===== config.mk =====
export PLATFORM = sky130hd
export DESIGN_NAME = seq_control_unit_flat
export DESIGN_NICKNAME = d
export VERILOG_FILES = /design/src/rtl/seq_control_unit_if.sv /design/src/rtl/seq_control_unit.sv /design/src/flat_wrapper.sv
export SDC_FILE = /design/constraint.sdc
export NUM_CORES = 1
export LEC_CHECK = 0
export ABC_CLOCK_PERIOD_IN_PS = 3850
export CORE_ASPECT_RATIO = 0.9
export CORE_MARGIN = 1
export CORE_UTILIZATION = 45
export DETAILED_ROUTE_END_ITERATION = 10
export PLACE_DENSITY = 0.89
export SKIP_LAST_GASP = 1
export SLEW_MARGIN = 0
export SYNTH_ARGS = -nofsm -noshare
export SYNTH_HDL_FRONTEND = slang
export SYNTH_SLANG_ARGS = --single-unit

===== constraint.sdc =====
create_clock -name clock -period 3.85 [get_ports clock]
set_input_delay 0.77 -clock clock [delete_from_list [all_inputs] [get_ports clock]]
set_output_delay 0.77 -clock clock [all_outputs]
set_load 0.1 [all_outputs]

===== src/rtl/seq_control_unit_if.sv =====
// ============================================================================
// Module   : seq_control_unit_if
// Brief    : Handshake and datapath-control bundle for seq_control_unit.
// Revision : 1.0
// ============================================================================
`default_nettype none

interface seq_control_unit_if #(
    parameter int NUM_REGS   = 8,
    parameter int REG_ADDR_W = 3
);
    logic                      run;
    logic [3+2*REG_ADDR_W-1:0] instruction;
    logic                      alu_zero;
    logic                      busy;
    logic                      done;
    logic                      illegal;
    logic                      ir_load;
    logic [NUM_REGS-1:0]       reg_write_en;
    logic [1:0]                bus_src;
    logic [REG_ADDR_W-1:0]     bus_reg_sel;
    logic                      a_load;
    logic                      g_load;
    logic [1:0]                alu_op;

    modport master (
        output run, instruction, alu_zero,
        input  busy, done, illegal, ir_load, reg_write_en,
               bus_src, bus_reg_sel, a_load, g_load, alu_op
    );

    modport slave (
        input  run, instruction, alu_zero,
        output busy, done, illegal, ir_load, reg_write_en,
               bus_src, bus_reg_sel, a_load, g_load, alu_op
    );
endinterface

`default_nettype wire


===== src/rtl/seq_control_unit.sv =====
// ============================================================================
// Module   : seq_control_unit
// Brief    : Multi-cycle instruction sequencer for the didactic datapath.
// Revision : 1.0
// ============================================================================
`default_nettype none

module seq_control_unit #(
    parameter int NUM_REGS   = 8,
    parameter int REG_ADDR_W = 3
) (
    input  wire logic         clock,
    input  wire logic         reset,
    seq_control_unit_if.slave ctrl
);
    localparam int                  c_IW       = 3 + 2*REG_ADDR_W;
    localparam logic [REG_ADDR_W:0] c_NREGS    = (REG_ADDR_W+1)'(NUM_REGS);
    localparam logic [2:0]          c_OP_MOV   = 3'd0;
    localparam logic [2:0]          c_OP_MOVI  = 3'd1;
    localparam logic [2:0]          c_OP_ADD   = 3'd2;
    localparam logic [2:0]          c_OP_SUB   = 3'd3;
    localparam logic [2:0]          c_OP_AND   = 3'd4;
    localparam logic [2:0]          c_OP_XOR   = 3'd5;
    localparam logic [2:0]          c_OP_MVNZ  = 3'd6;
    localparam logic [2:0]          c_OP_RSV   = 3'd7;

    typedef enum logic [1:0] {
        S_IDLE = 2'd0,
        S_T1   = 2'd1,
        S_T2   = 2'd2,
        S_T3   = 2'd3
    } state_t;

    state_t            r_state;
    logic [c_IW-1:0]   r_ir;

    logic [2:0]            w_op;
    logic [REG_ADDR_W-1:0] w_rx;
    logic [REG_ADDR_W-1:0] w_ry;
    logic                  w_bad;
    logic                  w_single;
    logic                  w_final;
    logic                  w_ir_load;

    assign w_op = r_ir[c_IW-1 -: 3];
    assign w_rx = r_ir[2*REG_ADDR_W-1 -: REG_ADDR_W];
    assign w_ry = r_ir[REG_ADDR_W-1:0];

    // Bad operands collapse any opcode to a single reporting cycle.
    assign w_bad     = (w_op == c_OP_RSV) || ({1'b0, w_rx} >= c_NREGS) ||
                       ({1'b0, w_ry} >= c_NREGS);
    assign w_single  = w_bad || (w_op == c_OP_MOV) || (w_op == c_OP_MOVI) ||
                       (w_op == c_OP_MVNZ);
    assign w_final   = ((r_state == S_T1) && w_single) || (r_state == S_T3);
    assign w_ir_load = ctrl.run && !reset && ((r_state == S_IDLE) || w_final);

    always_ff @(posedge clock) begin
        if (reset) begin
            r_state <= S_IDLE;
            r_ir    <= '0;
        end else if (w_ir_load) begin
            r_state <= S_T1;
            r_ir    <= ctrl.instruction;
        end else begin
            case (r_state)
                S_IDLE:  r_state <= S_IDLE;
                S_T1:    r_state <= w_single ? S_IDLE : S_T2;
                S_T2:    r_state <= S_T3;
                default: r_state <= S_IDLE;
            endcase
        end
    end

    logic                  w_we;
    logic [NUM_REGS-1:0]   w_we_vec;
    logic [1:0]            w_src;
    logic [REG_ADDR_W-1:0] w_sel;
    logic                  w_a_load;
    logic                  w_g_load;
    logic [1:0]            w_alu_op;

    always_comb begin
        w_we     = 1'b0;
        w_src    = 2'b00;
        w_sel    = '0;
        w_a_load = 1'b0;
        w_g_load = 1'b0;
        w_alu_op = 2'b00;
        case (r_state)
            S_T1: begin
                if (!w_bad) begin
                    case (w_op)
                        c_OP_MOV: begin
                            w_we  = 1'b1;
                            w_sel = w_ry;
                        end
                        c_OP_MOVI: begin
                            w_we  = 1'b1;
                            w_src = 2'b01;
                        end
                        c_OP_MVNZ: begin
                            w_we  = !ctrl.alu_zero;
                            w_sel = w_ry;
                        end
                        default: begin
                            w_sel    = w_rx;
                            w_a_load = 1'b1;
                        end
                    endcase
                end
            end
            S_T2: begin
                w_sel    = w_ry;
                w_g_load = 1'b1;
                case (w_op)
                    c_OP_SUB: w_alu_op = 2'b01;
                    c_OP_AND: w_alu_op = 2'b10;
                    c_OP_XOR: w_alu_op = 2'b11;
                    default:  w_alu_op = 2'b00;
                endcase
            end
            S_T3: begin
                w_src = 2'b10;
                w_we  = 1'b1;
            end
            default: ;
        endcase
    end

    always_comb begin
        w_we_vec = '0;
        for (int i = 0; i < NUM_REGS; i++) begin
            w_we_vec[i] = w_we && (w_rx == REG_ADDR_W'(i));
        end
    end

    assign ctrl.busy         = (r_state != S_IDLE);
    assign ctrl.done         = w_final;
    assign ctrl.illegal      = (r_state == S_T1) && w_bad;
    assign ctrl.ir_load      = w_ir_load;
    assign ctrl.reg_write_en = w_we_vec;
    assign ctrl.bus_src      = w_src;
    assign ctrl.bus_reg_sel  = w_sel;
    assign ctrl.a_load       = w_a_load;
    assign ctrl.g_load       = w_g_load;
    assign ctrl.alu_op       = w_alu_op;
endmodule

`default_nettype wire


===== src/flat_wrapper.sv =====
// flat-port wrapper written by rule: the top's interface ports become plain ports
module seq_control_unit_flat 
#(
    parameter int NUM_REGS   = 8,
    parameter int REG_ADDR_W = 3
)
  (clock, reset, ctrl_run, ctrl_instruction, ctrl_alu_zero, ctrl_busy, ctrl_done, ctrl_illegal, ctrl_ir_load, ctrl_reg_write_en, ctrl_bus_src, ctrl_bus_reg_sel, ctrl_a_load, ctrl_g_load, ctrl_alu_op);
  seq_control_unit_if #(.NUM_REGS(NUM_REGS), .REG_ADDR_W(REG_ADDR_W)) ctrl_i ();
  input  wire logic clock;
  input  wire logic reset;
  input wire logic [$bits(ctrl_i.run)-1:0] ctrl_run;
  input wire logic [$bits(ctrl_i.instruction)-1:0] ctrl_instruction;
  input wire logic [$bits(ctrl_i.alu_zero)-1:0] ctrl_alu_zero;
  output wire logic [$bits(ctrl_i.busy)-1:0] ctrl_busy;
  output wire logic [$bits(ctrl_i.done)-1:0] ctrl_done;
  output wire logic [$bits(ctrl_i.illegal)-1:0] ctrl_illegal;
  output wire logic [$bits(ctrl_i.ir_load)-1:0] ctrl_ir_load;
  output wire logic [$bits(ctrl_i.reg_write_en)-1:0] ctrl_reg_write_en;
  output wire logic [$bits(ctrl_i.bus_src)-1:0] ctrl_bus_src;
  output wire logic [$bits(ctrl_i.bus_reg_sel)-1:0] ctrl_bus_reg_sel;
  output wire logic [$bits(ctrl_i.a_load)-1:0] ctrl_a_load;
  output wire logic [$bits(ctrl_i.g_load)-1:0] ctrl_g_load;
  output wire logic [$bits(ctrl_i.alu_op)-1:0] ctrl_alu_op;
  assign ctrl_i.run = ctrl_run;
  assign ctrl_i.instruction = ctrl_instruction;
  assign ctrl_i.alu_zero = ctrl_alu_zero;
  assign ctrl_busy = ctrl_i.busy;
  assign ctrl_done = ctrl_i.done;
  assign ctrl_illegal = ctrl_i.illegal;
  assign ctrl_ir_load = ctrl_i.ir_load;
  assign ctrl_reg_write_en = ctrl_i.reg_write_en;
  assign ctrl_bus_src = ctrl_i.bus_src;
  assign ctrl_bus_reg_sel = ctrl_i.bus_reg_sel;
  assign ctrl_a_load = ctrl_i.a_load;
  assign ctrl_g_load = ctrl_i.g_load;
  assign ctrl_alu_op = ctrl_i.alu_op;
  seq_control_unit #(.NUM_REGS(NUM_REGS), .REG_ADDR_W(REG_ADDR_W)) u_core (.clock(clock), .reset(reset), .ctrl(ctrl_i));
endmodule

======== Word level (Yosys, flattened, before mapping) ========
Cells that the tools add are included.
word-level totals
  register bits after elaboration ......... 11
  bits of input ports ..................... 13
  output and inout port bits .............. 21
  logic and storage cells ................. 64
operators by class
  equal/unequal tests ..................... 16
  mux-type cells .......................... 18
  reduce and logical (&&, ||, !) cells .... 27
operators by type and width
  kind                                                             number
  3-bit == test, second input constant                             8
  1-bit logical AND                                                12
  3-bit case mux with 2 select lines                               2
  3-bit by 2-bit == test with 1-bit output, second input constant  3
  2-bit case mux with 2 select lines                               2
  1-bit two-way mux                                                7
  3-bit by 1-bit == test with 1-bit output, second input constant  2
  3-bit logical NOT                                                2
  2-bit two-way mux                                                3
  2-bit case mux with 3 select lines                               1
  2-bit OR reduction                                               3
  1-bit logical OR                                                 5
  2-bit == test, second input constant                             2
  1-bit case mux with 2 select lines                               2
  3-bit two-way mux                                                1
  3-bit OR reduction                                               1
  2-bit by 1-bit == test with 1-bit output, second input constant  1
  1-bit logical NOT                                                2
  2-bit logical NOT                                                1
  2-bit nonzero test                                               1

======== Logic depth before layout (Yosys ltp) ========
Gate-level depths: netlist of run 1.
  depth after elaboration ................. 9
  gate-level depth with buffers ........... 6
  mapped depth without buffers ............ 5

======== Worst setup path before layout of run 1 ========
OpenSTA, ideal clock, no wires.
  path kind ............................... flip-flop to output port
  start ................................... register u_core.r_state[0]
  end ..................................... output ctrl_reg_write_en[1]
  arrival time ............................ 4.741 ns
  required time ........................... 3.080 ns
  path slack .............................. -1.661 ns
  stages on the path, launching flop included .. 5
  buffers on the path ..................... 0
  cells stage by stage .................... dfxtp_1 ha_1 or2_0 o221ai_2 nor4b_1
between the ends
  cells in the longest elaborated chain, start to end .. 3
  elaborated cells on any way between the ends .. 4
  classes of those cells .................. eq/ne (2); mux (1); reduce/logical (1)
RTL lines
  element                                                                    line                     source
  start, declared                                                            seq_control_unit.sv:34   state_t r_state;
  start signal, assigned                                                     seq_control_unit.sv:67   S_T1: r_state <= w_single ? S_IDLE : S_T2;
  2-bit == test or 2-bit by 1-bit == test with 1-bit output (tied branches)  seq_control_unit.sv:89   case (r_state)
  1-bit case mux with 2 select lines *                                       seq_control_unit.sv:89
  1-bit logical AND *                                                        seq_control_unit.sv:133  w_we_vec[i] = w_we && (w_rx == REG_ADDR_W'(i));
  end, declared                                                              flat_wrapper.sv:18       output wire logic [$bits(ctrl_i.reg_write_en)-1:0] ctrl_reg_write_en;
Every way passes the cells marked *; elsewhere a longest branch is shown, timed or not.

======== Worst setup path after layout of run 1 ========
  start ................................... input ctrl_alu_zero
  end ..................................... output ctrl_reg_write_en[3]
between the ends
  cells in the longest elaborated chain, start to end .. 5
RTL lines
  element                             line                     source
  start, declared                     flat_wrapper.sv:13       input wire logic [$bits(ctrl_i.alu_zero)-1:0] ctrl_alu_zero;
  1-bit logical NOT                   seq_control_unit.sv:102  w_we = !ctrl.alu_zero;
  1-bit case mux with 2 select lines  seq_control_unit.sv:92   case (w_op)
  1-bit two-way mux                   seq_control_unit.sv:91   if (!w_bad) begin
  1-bit case mux with 2 select lines  seq_control_unit.sv:89
  1-bit logical AND                   seq_control_unit.sv:133
Every way passes these cells.

==> results of run 1 <==
metrics by stage:
| step | instance area (sq um) | hold WS, ps |
|---|---|---|
| global placement | 1239 | 464.5 |
| global route | 1265 | 508.2 |
| floorplan | 863.3 | 449.3 |
| CTS | 1265 | 480.4 |
| detailed placement | 1239 | 466.2 |
| finish | 1265 | 485.0 |
sequential cells by signal, indices dropped and copies added (netlist names):
register        cells
u_core.r_state      2
u_core.r_ir         9
worst register-to-register path, delay by kind of cell (launching register included):
family | cells | cell delay, ps
AOI/OAI and AO/OA | 1 | 230
adders and majority gates | 1 | 350
buffers and inverters | 2 | 320
DFF | 1 | 440
and+or+nand+nor | 2 | 300
power by group through the flow:
| stage | combinational, mW | sequential (mW) | clock (mW) |
|---|---|---|---|
| 6_report | 0.103 | 0.133 | 0.0765 |
| 5_1_grt | 0.109 | 0.135 | 0.0884 |
| 4_1_cts | 0.104 | 0.133 | 0.0801 |
| 3_5_place_dp | 0.103 | 0.136 | 0 |
| 3_3_place_gp | 0.100 | 0.135 | 0 |
| 2_1_floorplan | 0.0794 | 0.128 | 0 |
cell usage after synthesis (all sizes together):
master  instances  area share [%]
nor4bb          2             2.5
nor3b           1            0.92
o221ai          1             1.8
o21ba           1             1.2
and2b           1            0.92
nand2b         16              12
and2            2             1.5
nor4b           4             5.1
o31ai           1             1.5
nand2           4             1.8
clkbuf          2            0.92
ha              6             9.2
xor2            1             1.1
buf             4             2.8
and3b           1             1.1
and3            1            0.77
dfxtp          11              27
nor2            1            0.46
o31a            1             1.1
inv             5             2.3
a22o            3             3.2
mux2i           9              11
nor4            1            0.77
nor3            3             1.8
nand4b          1             1.1
or2             2             1.5
nor2b           2             2.5
or2b            2             1.8
worst paths after layout:
path / cells after the start / slack (ps) / from / end
worst max register to register: 6 / 2120 / u_core.r_ir[7] / u_core.r_state[1]
worst min-delay path: 2 / 480 / u_core.r_ir[0] / u_core.r_ir[0]
worst min register to register: 2 / 480 / u_core.r_ir[0] / u_core.r_ir[0]
worst max-delay path: 5 / 780 / ctrl_alu_zero / ctrl_reg_write_en[3]
cell families after synthesis:
group	Yosys count	synth area share [%]
adders and majority gates	6	9.202
xor gates and xnor gates	1	1.074
muxes	9	11.04
DFF	11	26.99
AOI/OAI and AO/OA	7	8.896
buffers and inverters	11	5.982
and+or+nand+nor	44	36.81
cell type report:
cell class                      count  area (sq um)  area share (%)
Tap cell                           24         30.03           2.374
Timing Repair Buffer               35         375.4           29.67
Sequential cell                    11         220.2           17.41
Multi-Input combinational cell     67         594.3           46.98
Inverter                            5         18.77           1.484
Clock buffer                        4         26.28           2.077
per-layer routing:
layer | up-vias | wire length (um) | track usage [%]
met2 | 23 | 1019 | 38.06
met5 | - | 0 | 0
met1 | 367 | 796 | 29.11
li1 | 371 | - | -
met3 | 2 | 80 | 3.879
met4 | 0 | 16 | 6.857
==> impl_results.md, run 1 <==
- Crit path cell chain: clkdlybuf4s50_1, and3b_1, o221ai_2, nor4bb_2, buf_12
- Top fanout value on the critical path: 8
- Count of antenna diodes in the layout: 0
- Sw power: roughly 0.11 mW
- Post-route ant nets: 0
- Count of port buffers added during placement: 33
- Max-Slew Margin vs Limit: 35.74%
- Synth Register Bits: 11
- Initial detailed-routing violation count: 11
- Min-Delay Path Class: register to register
- Cts hold-fix bufs: 0
- Post-layout net count: 142
- Number of remaining DRC errors: 0
- CP endpoint kind: output port
- Worst path max stage delay: between 400 and 500 ps
- Total routing usage reported by global routing: about 23%
- Synthesized area divided by synthesized cell count: 9.166 sq um
- Core ar.: 0.001682 sq mm
- Instance count after placement with tap cells included: between 100 and 150
- Gates resized, CTS repair: 0
- Cell count after synthesis: between 80 and 90
- Post-Route Setup TNS: 0 ps
- Register share of total power: 42.7%
- Wire length of the first global-routing pass: around 3200 um
- Final hold viol count: 0
- Worst clock skew: ~0.64 ps
- Gp weighted congestion: 0.7720
- Total wire length: about 1900 um
- Post-route clock period utilization: about four fifths
- YS warnings: 0
- Portion of total power attributed to the clock network: roughly 25%
- Die boundary width: roughly 47 um
- Nature of the critical path startpoint: input port
- Worst path required time: 3080 ps
- Count of boundary I/O pins: 34
- Worst setup slack before clock tree synthesis: a little under 800 ps
- Max-cap viol count: 0
- TritonCTS sink count: 11
- Areal power density over the cells: around 250 mW/mm^2
- Final HPWL DP: between 1500 and 2000 um
- Minimum clock period after layout: 3072 ps
- Synthesis-to-finish area growth: 55.06%
- Fillcell total: between 100 and 150
- Switching Fraction: between 30% and 40%
- Reported leakage power: 0.5225 nW
- Net count after synthesis: between 100 and 150
- Initial antenna violation count: 0
- Area enclosed by the die boundary: a little under 0.002 sq mm
- Initial core utilization: roughly half
- Final Util: 75.22%
- Total Power: 0.3126 mW
- Bufs on Longest Clock Path: 2
- Comb power frac: about a third
- Via count of the first global-routing pass: ~700
- Count of placed standard cells in the final layout, fillers left out: around 150
- Most used cells in the layout excluding fill and tap cells: 16 x sky130_fd_sc_hd__nand2b_1, 15 x sky130_fd_sc_hd__clkdlybuf4s50_1, 14 x sky130_fd_sc_hd__buf_4
- Pins over their slew limit: 0
- Most common cell after layout, fill and taps aside: sky130_fd_sc_hd__nand2b_1
- Total setup violations reported at the end of the flow: 0
- Post-detailed-route wirelength per cell: about 13 um
- Grt ovf: 0
- Setup repair after global routing missed its margin: no
- Setup repair bufs after CTS: 0
- Buffers plus inverters on the worst setup path: 2
- Int Power: between 0.2 and 0.25 mW
- Classification of the worst setup path: input port to output port
- Vias: about 760
- Level count of the clock H-tree: 1
- CTS buffer count: 3
- Largest net degree at the start of global routing: 22
- Fraction of layout cells with a size suffix above 1: a little under 30%
- Outcome: finished, final reports clean
- Post-CTS clock slew at the launch and capture registers of the worst setup and hold paths: approximately 70 ps
- Netlist area before placement: ~820 sq um
- Height of the die: 42.39 um
- Count of different cell masters after synthesis: 32
- Number of iterations in the first detailed-routing pass: 4
- TritonCTS clock tree: done
- Std cell rows: 14
- Final worst setup slack: ~780 ps
- Fraction of the yosys area taken by sequential cells: between 20% and 30%
- Maximum clock frequency: roughly 0.33 GHz
- Worst vdd rail ir drop: about 0.17 mV
- Crit path DAT: between 2000 and 2500 ps
- Clock latency of the later-clocked register in the worst-skew pair: approximately 260 ps
- Average via count per standard cell: 5.226
- Cell family with the largest share of critical-path delay: simple AND/OR/NAND/NOR gates
- Cell at the root of the clock tree: sky130_fd_sc_hd__clkbuf_4
- Worst Max-Slew Pin Slew: between 900 and 1000 ps
- Slowest CP cell: sky130_fd_sc_hd__nor4bb_2
Note: power is estimated with default switching activity, not from simulation.
==> inputs of run 2 (changes only) <==
ABC_CLOCK_PERIOD_IN_PS = 2900   (was 3850)
CORE_UTILIZATION = 42   (was 45)
PLACE_DENSITY = 0.84   (was 0.89)
clock period = 2.9 ns   (was 3.85 ns; I/O delays follow)
==> run 2 against run 1 <==
Against the previous run: final cell count increased by 0.68%; sequential power increased by 36%; global-route usage shrank 0.42 points; register-to-register slack got worse by 1000 ps; worst hold slack worse by 8.3 ps.
==> impl_results.md, run 2 (same netlist as run 1, synthesis figures left out) <==
- Final HPWL DP: 1703 um (was 1510 um)
- Via count of the first global-routing pass: 773 (was 698)
- Post-CTS clock slew at the launch and capture registers of the worst setup and hold paths: 70 ps (about the same)
- Post-Route Setup TNS: 0 ps (unchanged)
- TritonCTS sink count: 11 (unchanged)
- Height of the die: 43.81 um (was 42.39 um)
- Final hold viol count: 0 (unchanged)
- Level count of the clock H-tree: 1 (unchanged)
- CTS buffer count: 3 (unchanged)
- Die boundary width: 48.46 um (was 46.88 um)
- Synthesis-to-finish area growth: 74.39% (was 55.06%)
- Cell at the root of the clock tree: sky130_fd_sc_hd__clkbuf_4 (unchanged)
- Worst vdd rail ir drop: 0.3579 mV (was 0.1694 mV)
- Initial core utilization: 46.57% (was 48.51%)
- Setup repair bufs after CTS: 0 (unchanged)
- Post-detailed-route wirelength per cell: 14.46 um (was 13.10 um)
- Maximum clock frequency: between 0.3 and 0.4 GHz
- Classification of the worst setup path: input port to output port (unchanged)
- Nature of the critical path startpoint: input port (unchanged)
- Count of port buffers added during placement: 33 (unchanged)
- Count of boundary I/O pins: 34 (unchanged)
- Worst path required time: 2320 ps (was 3080 ps)
- Biggest regs: u_core.r_ir (9), u_core.r_state (2) (unchanged)
- Average via count per standard cell: 5.265 (was 5.226)
- Launch instance of the worst min-delay path: u_core.r_ir[1] (was u_core.r_ir[0])
- Total wire length: 2126 um (was 1912 um)
- Register with the most flip-flops: u_core.r_ir (unchanged)
- Std cell rows: 14 (unchanged)
- Setup repair after global routing missed its margin: no (unchanged)
- Hold EP: u_core.r_ir[1] (was u_core.r_ir[0])
- Vias: 774 (was 763)
- Total setup violations reported at the end of the flow: 0 (unchanged)
- CP endpoint kind: output port (unchanged)
- Grt ovf: 0 (unchanged)
- Bufs on Longest Clock Path: 2 (unchanged)
- Pins over their slew limit: 0 (unchanged)
- Most common cell after layout, fill and taps aside: sky130_fd_sc_hd__nand2b_1 (unchanged)
- Hold Slack: 476.7 ps (was 485.0 ps)
- Area enclosed by the die boundary: 0.002123 sq mm (was 0.001987 sq mm)
- Largest net degree at the start of global routing: 21 (was 22)
- Top fanout value on the critical path: 8 (unchanged)
- Most used cells in the layout excluding fill and tap cells: 16 x sky130_fd_sc_hd__nand2b_1, 13 x sky130_fd_sc_hd__buf_12, 12 x sky130_fd_sc_hd__clkdlybuf4s50_1 (was 16 x sky130_fd_sc_hd__nand2b_1, 15 x sky130_fd_sc_hd__clkdlybuf4s50_1, 14 x sky130_fd_sc_hd__buf_4)
- Wire length of the first global-routing pass: 3477 um (was 3215 um)
- Max reg flops: 9 (unchanged)
- Post-route ant nets: 0 (unchanged)
- Post-layout net count: 143 (was 142)
- Depth of the most critical reg-to-reg path: 6 (unchanged)
- Reg2Reg Launch Point: u_core.r_ir[8] (was u_core.r_ir[7])
- Total Power: 0.4423 mW (was 0.3126 mW)
- Max-cap viol count: 0 (unchanged)
- Min-Delay Path Class: register to register (unchanged)
- Count of antenna diodes in the layout: 0 (unchanged)
- Area of all placed cells without fillers: 0.001423 sq mm (was 0.001265 sq mm)
- Max-Slew Margin vs Limit: 60.53% (was 35.74%)
- Post-route clock period utilization: about nine tenths
- Reg-to-Reg End: u_core.r_state[1] (unchanged)
- WHS Path Cells: 2 (unchanged)
- Initial detailed-routing violation count: 7 (was 11)
- Reported leakage power: 0.5815 nW (was 0.5225 nW)
- Total routing usage reported by global routing: 22.36% (was 22.77%)
- WL met1: 819 um (was 796 um)
- Fraction of layout cells with a size suffix above 1: 34.15% (was 29.51%)
- Number of iterations in the first detailed-routing pass: 3 (was 4)
- Cts hold-fix bufs: 0 (unchanged)
- Crit path DAT: 2040 ps (was 2300 ps)
- Gp weighted congestion: 0.7914 (was 0.7720)
- Amount of wire on met3 after detailed routing: 61 um (was 80 um)
- Number of remaining DRC errors: 0 (unchanged)
- Outcome: finished, final reports clean (unchanged)
- Worst Max-Slew Pin Slew: 591.2 ps (was 960.9 ps)
- Register-to-register setup slack: 1110 ps (was 2120 ps)
- Areal power density over the cells: 310.9 mW/mm^2 (was 247.1 mW/mm^2)
- Instance area after placement: 0.001396 sq mm (was 0.001239 sq mm)
- Clock latency of the later-clocked register in the worst-skew pair: 270 ps (was 260 ps)
- TritonCTS clock tree: done (unchanged)
- Initial antenna violation count: 0 (unchanged)
- Gates resized, CTS repair: 0 (unchanged)
- Sum of met2 wire segment lengths after detailed routing: 1173 um (was 1019 um)
- Minimum clock period after layout: ~2600 ps
- Core ar.: 0.001752 sq mm (was 0.001682 sq mm)
- Worst clock skew: 2.200 ps (was 0.6441 ps)
- Top layer used by detailed routing: met4 (unchanged)
-- run 2: cell count changes in the layout (fill, tap and decap cells not counted), moves of 2 or more --
cell,before,now
sky130_fd_sc_hd__clkdlybuf4s50_1,15,12
sky130_fd_sc_hd__nor4b_2,4,1
sky130_fd_sc_hd__nor4bb_2,2,0
sky130_fd_sc_hd__buf_12,6,13
sky130_fd_sc_hd__nor4b_4,0,3
sky130_fd_sc_hd__nor4bb_4,0,2
sky130_fd_sc_hd__buf_4,14,11
-- run 2: cell type report --
type,count,area [sq um]
Timing Repair Buffer,36,462.9
Multi-Input combinational cell,67,664.4
Clock buffer,4,26.28
Tap cell,24,30.03
Inverter,5,18.77
Fill cell,101,329.1
Sequential cell,11,220.2
-- run 2: power by group --
part	switching (mW)	internal (mW)	total, mW	leakage, nW
combinational	0.0863	0.0684	0.155	0.476
sequential	0.0205	0.161	0.181	0.0905
clock	0.0531	0.0532	0.106	0.0150
-- run 2: layer usage --
layer / vias up / global-route usage [%]
li1: 375 / -
met3: 8 / 3.509
met4: 0 / 14.71
met5: - / 0
met2: 23 / 43.66
met1: 368 / 22.46
-- run 2: worst max-delay path, stage by stage --
cell	delay, ps
sky130_fd_sc_hd__clkdlybuf4s50_1	390
sky130_fd_sc_hd__and3b_1	220
sky130_fd_sc_hd__o221ai_2	120
sky130_fd_sc_hd__buf_12	180
sky130_fd_sc_hd__nor4bb_4	330
sky130_fd_sc_hd__buf_12	210
-- run 2: worst max-delay path by stage --
stage | from | to | slack (ps) | depth (start not counted)
after CTS | ctrl_alu_zero | ctrl_reg_write_en[3] | 260 | 6
after floorplan | u_core.r_state[1] | ctrl_bus_src[0] | -380 | 4
final | ctrl_alu_zero | ctrl_reg_write_en[3] | 280 | 6
after global routing | ctrl_alu_zero | ctrl_reg_write_en[3] | 220 | 6
after detailed placement | ctrl_alu_zero | ctrl_reg_write_en[3] | 260 | 6
after global placement | ctrl_alu_zero | ctrl_reg_write_en[3] | 280 | 6
-- run 2: stage by stage --
step / utilization, % / std cells / setup slack (ps)
5_1_grt: 81.21 / 147 / 221.0
2_1_floorplan: - / 89 / -383.6
3_5_place_dp: 79.71 / 143 / 263.4
3_3_place_gp: 79.71 / 143 / 282.7
4_1_cts: 81.21 / 147 / 262.8
6_report: 81.21 / 147 / 282.4
